<file path="src/rtl/uart_pkg.sv">
// rtl/uart_pkg.sv - shared UART constants and helpers
//
// Purpose: word width and receive-buffer geometry shared by the UART blocks,
// plus a small helper for sizing occupancy comparisons.
// Ports: none (package).
package uart_pkg;

    localparam int UART_DATA_W         = 8;
    localparam int UART_RXF_ADDR_W     = 8;
    localparam int UART_RXF_AF_DEFAULT = 224;

    // Number of words held by a buffer addressed with addr_w bits.
    function automatic int uart_depth(input int addr_w);
        return 1 << addr_w;
    endfunction

endpackage

</file>
<file path="src/rtl/uart_fifo_ram.sv">
// rtl/uart_fifo_ram.sv - storage array for the UART receive buffer
//
// Purpose: DATA_W x 2**ADDR_W memory with one synchronous write port and one
// asynchronous read port. Contents are not reset, so it maps onto RAM/LUTRAM.
// Ports:
//   clk    in   1        write clock
//   we     in   1        write enable
//   waddr  in   ADDR_W   write address
//   wdata  in   DATA_W   write data
//   raddr  in   ADDR_W   read address
//   rdata  out  DATA_W   read data, combinational from raddr
module uart_fifo_ram #(
    parameter int DATA_W = 8,
    parameter int ADDR_W = 8
) (
    input  logic              clk,
    input  logic              we,
    input  logic [ADDR_W-1:0] waddr,
    input  logic [DATA_W-1:0] wdata,
    input  logic [ADDR_W-1:0] raddr,
    output logic [DATA_W-1:0] rdata
);

    logic [DATA_W-1:0] mem [2**ADDR_W];

    always_ff @(posedge clk) begin
        if (we) begin
            mem[waddr] <= wdata;
        end
    end

    assign rdata = mem[raddr];

endmodule

</file>
<file path="src/rtl/uart_rx_fifo_p.sv">
// rtl/uart_rx_fifo_p.sv - parametrised UART receive FIFO with show-ahead read
//
// Purpose: captures one word per rising edge of the receiver ready strobe and
// presents the oldest word show-ahead to the CPU port. Never overwrites unread
// data; a write into a full buffer is dropped and recorded in a sticky flag.
// Ports:
//   clk          in   1         single clock
//   rst          in   1         synchronous active-high reset
//   rdy          in   1         receiver ready level; a write per rising edge
//   din          in   DATA_W    received word
//   next         in   1         pop request, one word per cycle while high
//   flush        in   1         discard all buffered words
//   ovf_clr      in   1         clear the sticky overflow flag
//   data         out  DATA_W    oldest word, 0 when empty
//   in_waiting   out  ADDR_W+1  occupancy 0..DEPTH
//   empty        out  1         no words stored
//   full         out  1         DEPTH words stored
//   almost_full  out  1         occupancy >= AF_THRESH
//   overflow     out  1         sticky: a write was dropped while full
module uart_rx_fifo_p
    import uart_pkg::*;
#(
    parameter int DATA_W    = UART_DATA_W,
    parameter int ADDR_W    = UART_RXF_ADDR_W,
    parameter int AF_THRESH = UART_RXF_AF_DEFAULT
) (
    input  logic              clk,
    input  logic              rst,
    input  logic              rdy,
    input  logic [DATA_W-1:0] din,
    input  logic              next,
    input  logic              flush,
    input  logic              ovf_clr,
    output logic [DATA_W-1:0] data,
    output logic [ADDR_W:0]   in_waiting,
    output logic              empty,
    output logic              full,
    output logic              almost_full,
    output logic              overflow
);

    localparam int            DEPTH  = uart_depth(ADDR_W);
    localparam logic [ADDR_W:0] AF_LVL = (ADDR_W + 1)'(AF_THRESH);

    // One extra pointer bit distinguishes full from empty when the low bits match.
    logic [ADDR_W:0]   wr_ptr;
    logic [ADDR_W:0]   rd_ptr;
    logic              rdy_q;
    logic              ovf_q;

    logic              push;
    logic              pop;
    logic              wr_en;
    logic              drop;
    logic [DATA_W-1:0] rd_data;

    assign empty       = (wr_ptr == rd_ptr);
    assign full        = (wr_ptr[ADDR_W] != rd_ptr[ADDR_W]) &&
                         (wr_ptr[ADDR_W-1:0] == rd_ptr[ADDR_W-1:0]);
    assign in_waiting  = wr_ptr - rd_ptr;
    assign almost_full = (in_waiting >= AF_LVL);
    assign overflow    = ovf_q;

    // A high-level rdy counts once, on the cycle it rises.
    assign push = rdy & ~rdy_q;
    assign pop  = next & ~empty;

    // When full, a simultaneous pop frees the slot the write lands in, so both
    // proceed. Flush discards any write in the same cycle without flagging it.
    assign wr_en = push & (~full | pop) & ~flush & ~rst;
    assign drop  = push & full & ~pop & ~flush;

    always_ff @(posedge clk) begin
        if (rst) begin
            wr_ptr <= '0;
            rd_ptr <= '0;
            // Starting high suppresses a write if rdy is already high at release.
            rdy_q  <= 1'b1;
            ovf_q  <= 1'b0;
        end else begin
            rdy_q <= rdy;
            if (flush) begin
                wr_ptr <= '0;
                rd_ptr <= '0;
            end else begin
                if (wr_en) begin
                    wr_ptr <= wr_ptr + 1'b1;
                end
                if (pop) begin
                    rd_ptr <= rd_ptr + 1'b1;
                end
            end
            // A drop in the same cycle as a clear leaves the flag set.
            if (drop) begin
                ovf_q <= 1'b1;
            end else if (ovf_clr) begin
                ovf_q <= 1'b0;
            end
        end
    end

    uart_fifo_ram #(
        .DATA_W (DATA_W),
        .ADDR_W (ADDR_W)
    ) u_ram (
        .clk   (clk),
        .we    (wr_en),
        .waddr (wr_ptr[ADDR_W-1:0]),
        .wdata (din),
        .raddr (rd_ptr[ADDR_W-1:0]),
        .rdata (rd_data)
    );

    // Memory is not reset, so mask stale contents while nothing is stored.
    assign data = empty ? '0 : rd_data;

    if (DEPTH < 2) begin : g_bad_depth
        $error("uart_rx_fifo_p needs ADDR_W >= 1");
    end

endmodule
</file>
<file path="config.mk">
export PLATFORM = sky130hd
export DESIGN_NAME = uart_rx_fifo_p
export DESIGN_NICKNAME = d
export VERILOG_FILES = /design/src/rtl/uart_pkg.sv /design/src/rtl/uart_fifo_ram.sv /design/src/rtl/uart_rx_fifo_p.sv
export SDC_FILE = /design/constraint.sdc
export NUM_CORES = 2
export LEC_CHECK = 0
export CAP_MARGIN = 10
export CORE_ASPECT_RATIO = 0.9
export CORE_MARGIN = 3
export CORE_UTILIZATION = 43
export DETAILED_ROUTE_END_ITERATION = 10
export PLACE_DENSITY_LB_ADDON = 0.15
export SYNTH_ARGS = -nofsm -noshare
export SYNTH_HDL_FRONTEND = slang
export SYNTH_SLANG_ARGS = --single-unit
</file>
<file path="constraint.sdc">
create_clock -name clk -period 3.5 [get_ports clk]
set_clock_uncertainty 0.1 [all_clocks]
set_input_delay 0.7 -clock clk [delete_from_list [all_inputs] [get_ports clk]]
set_output_delay 0.7 -clock clk [all_outputs]
set_load 0.05 [all_outputs]
</file>
==> results.md <==
* Status: finished, violations left
* Failing checks: setup timing
* Ys async rst share at 0%
* GP Congestion at about 0.92
* Pwr Density at between 500 and 600 mW/mm²
* Multi-input logic area at 0.01909 mm²
* Top-count cell post-synth: edfxtp_1
* Min Tclk post-route at around 4500 ps
* # IOs at 35
* Mapped Cells at approximately 4000
* Largest net degree at the start of global routing at around 110
* Synth Area in Simple Gates at roughly 4%
* Initial antenna violation count at 4
* Setup Crit Path Kind: flop to output pin
* Hold Slack at a little over 200 ps
* Root Driver: clkbuf_16
* Crit Reg-Reg Endpoint: u_ram.mem[106][2]
* Area contributors post-synth: edfxtp_1 76%, mux4_2 10%, mux2i_1 3.1%, nor2_1 1.6%, o221ai_1 1.1%
* Hold wc startpoint: din[7]
* Synth Net Count at between 4000 and 5000
* TritonCTS Buffers at between 200 and 250
* Post-route ant nets at 0
* Top post-synthesis cells by count: 2048 x edfxtp_1, 376 x mux4_2, 350 x nor2_1, 249 x mux2i_1
* Vias in the first global route at 44240
* Syn avg cell area at 19.80 µm²
* Worst EP required at about 2700 ps
* Starting Density at roughly 44%
* Nets at between 5000 and 6000
* Slew @ Worst Pin at approximately 1000 ps
* Syn Std Cell Area at 0.08139 mm²
* Largest family of logic cells by synthesized area: multiplexers
* Port-buffer cells at 34
* Slew HR at between 30% and 40%
* FP Rows at 150
* Worst EP arrival at about 3700 ps
* Hold path cells at 1
* Max-cap violations at 0
* Final setup viols at 12
* CTS HTree Levels at 4
* Area Growth Syn to Fin at 23.51%
* Grt ovf at 0
* Worst-path clk slew at about 60 ps
* 1st-pass router iterations at 5
* Gr usage total at approximately a quarter
* R2R setup slack at roughly 340 ps
* Die H at 418.7 µm
* Post-Place Cells at roughly 7300
* Clk_lat worst skew at approximately 840 ps
* Hold worst-path end: u_ram.mem[193][7]
* R2r startpoint: rd_ptr[7]
* Final hold vios at 0
* Maximum fanout along the worst path at 16
* Worst Setup Start Kind: flop
* Fillcell total at approximately 15000
* Yosys warnings at 0
* Seq cells post-synth at approximately 2100
* Post-route setup slack at -1045 ps
* First-pass GRT wire length at 336.3 mm
* Post-synth EDFFs at 2048
* Drt total wl at about 240 mm
* Cells on worst reg2reg path at 12
* Wire per inst at around 30 µm
* Via count at between 40000 and 50000
* Layout cells sized above 1 at a little over a third
* Core ar. at between 0.15 and 0.2 mm²
* Top-area cell type share of the netlist area at 75.56%
* # DRC at 0
* Post-route clock period utilization at 129.9%
* CTS tree: yes
* Clock Path Buffers at 3
* Hold Path Class: primary input to flop
* Fmax at around 0.22 GHz
* Endpoint type of the worst setup path: output pin
* Distinct cell type count after synthesis at 67
* Die W at roughly 460 µm
* Max Transition Viols Final at 0
* Reg area at ~0.062 mm²
* DP Wirelength at about 160 mm
* Via density at between 5 and 6
* Post-synthesis xor/xnor area fraction at less than 1%
* CTS Sinks at about 2100
* P_leak at approximately 32 nW
* Synth Area in Compound Gates at 3.308%
* Setup TNS at -8632 ps
* Die ar. at 0.1945 mm²
* Primary FF master, synth: edfxtp_1
* Post-route insts no fill at 7716
* Post-synthesis mux area share at 13.96%
* Finished Core Util at a little over half
* Register area share after synthesis at ~76%
* Setup repair after global routing missed its margin: yes
* Area leader, netlist: edfxtp_1
* Maximum vdd drop at ~0.48 mV
* Post-Synth Adder-Cell Area at less than 1%
* Drt first-iter violations at 5376
[worst max-delay path by stage]
stage / start / to / slack (ps) / cells past startpoint
global placement: flop / data[1] / -880 / 11
CTS: flop / data[3] / -1100 / 12
detailed placement: flop / data[1] / -840 / 11
finish: flop / data[1] / -1040 / 15
global route: flop / data[1] / -1150 / 14
floorplan: wr_ptr[0] / almost_full / 100 / 9
[kinds of logic after synthesis]
logic type / count (synthesis)
AOI/OAI and AO/OA: 368
xor gates and xnor gates: 20
adders and majority gates: 14
buffers and inverters: 266
DFF: 2076
muxes: 650
and+or+nand+nor: 717
[per-layer routing]
metal	track usage, %	routed length [µm]	up-vias	part of all wire [%]
met5	0	0	-	0
li1	-	-	18890	-
met2	37.56	109200	1819	46
met1	35.77	102600	23620	43
met4	6.325	6468	0	2.7
met3	4.182	17590	308	7.5
[flip-flops by register name, summed over array words and instances, names as in the netlist, named ones only]
signal	count
u_ram.mem	2048
rdy_q	1
rd_ptr	9
wr_ptr	9
overflow	1
[area by class of cell]
class | instances | share of cell area [%]
inverter | 20 | 0.08463
antenna | 2 | 0.004979
sequential | 2076 | 61.76
clock inverter | 133 | 1.471
tap | 2508 | 3.122
clock buffer | 248 | 5.347
timing repair buffer | 960 | 9.213
multi-input combinational | 1769 | 18.99
[placed cells by master (no fill, tap or decap), types with 11 or more instances in the layout]
cell,Yosys,final
dfxtp_1,28,16
buf_8,14,13
clkbuf_16,0,210
nor2_1,350,345
inv_1,19,11
buf_6,37,34
a22oi_2,0,11
bufinv_16,0,26
a21oi_1,51,45
o221ai_2,2,26
nor4_1,41,21
o22ai_4,0,15
edfxtp_1,2048,2048
a22oi_1,66,55
mux4_2,376,380
nor4_2,0,13
nand3_1,59,37
buf_12,3,108
mux2_2,17,15
buf_16,0,14
clkbuf_1,103,38
mux2i_1,249,244
nand2_1,69,66
buf_4,19,773
o22ai_1,49,30
nand3_2,0,18
o21ai_0,32,23
nand4_1,28,28
o221ai_1,103,77
clkinv_2,0,38
nor3_1,98,93
clkinv_1,1,48
[metrics by stage]
step           worst slack (ps)  area, µm²  power, mW
2_1_floorplan             95.37      81400      27.98
3_3_place_gp             -882.5      91010      28.54
3_5_place_dp             -843.4      91010      28.57
4_1_cts                   -1097      99900      50.89
5_1_grt                   -1145     100500      51.95
6_report                  -1045     100500      50.45
[timing repair]
item                       in CTS  in global routing
buffers inserted               38                 41
hold buffers                    0                  0
gates cloned                    9                  2
pin swaps                      83                 45
resized for setup             304                 64
setup endpoints to repair      16                 14
[worst max-delay path, cell delays in order (launching register included)]
cell and delay (ps):
dfxtp_4 380, buf_12 150, buf_16 180, buf_12 150, buf_16 170, mux2i_1 290, o221ai_2 170, buf_4 170
buf_4 130, nor3_1 290, nor4_1 100, nand3_1 100, buf_4 170, o22ai_4 120, buf_6 160, buf_12 130
[power breakdown]
part,total (mW),internal (mW),switching (mW),leakage [nW]
sequential,27.3,27.3,0.00106,18.6
clock,22.4,12.9,9.50,3.33
combinational,0.774,0.206,0.568,9.79
(Power assumes the default switching activity.)
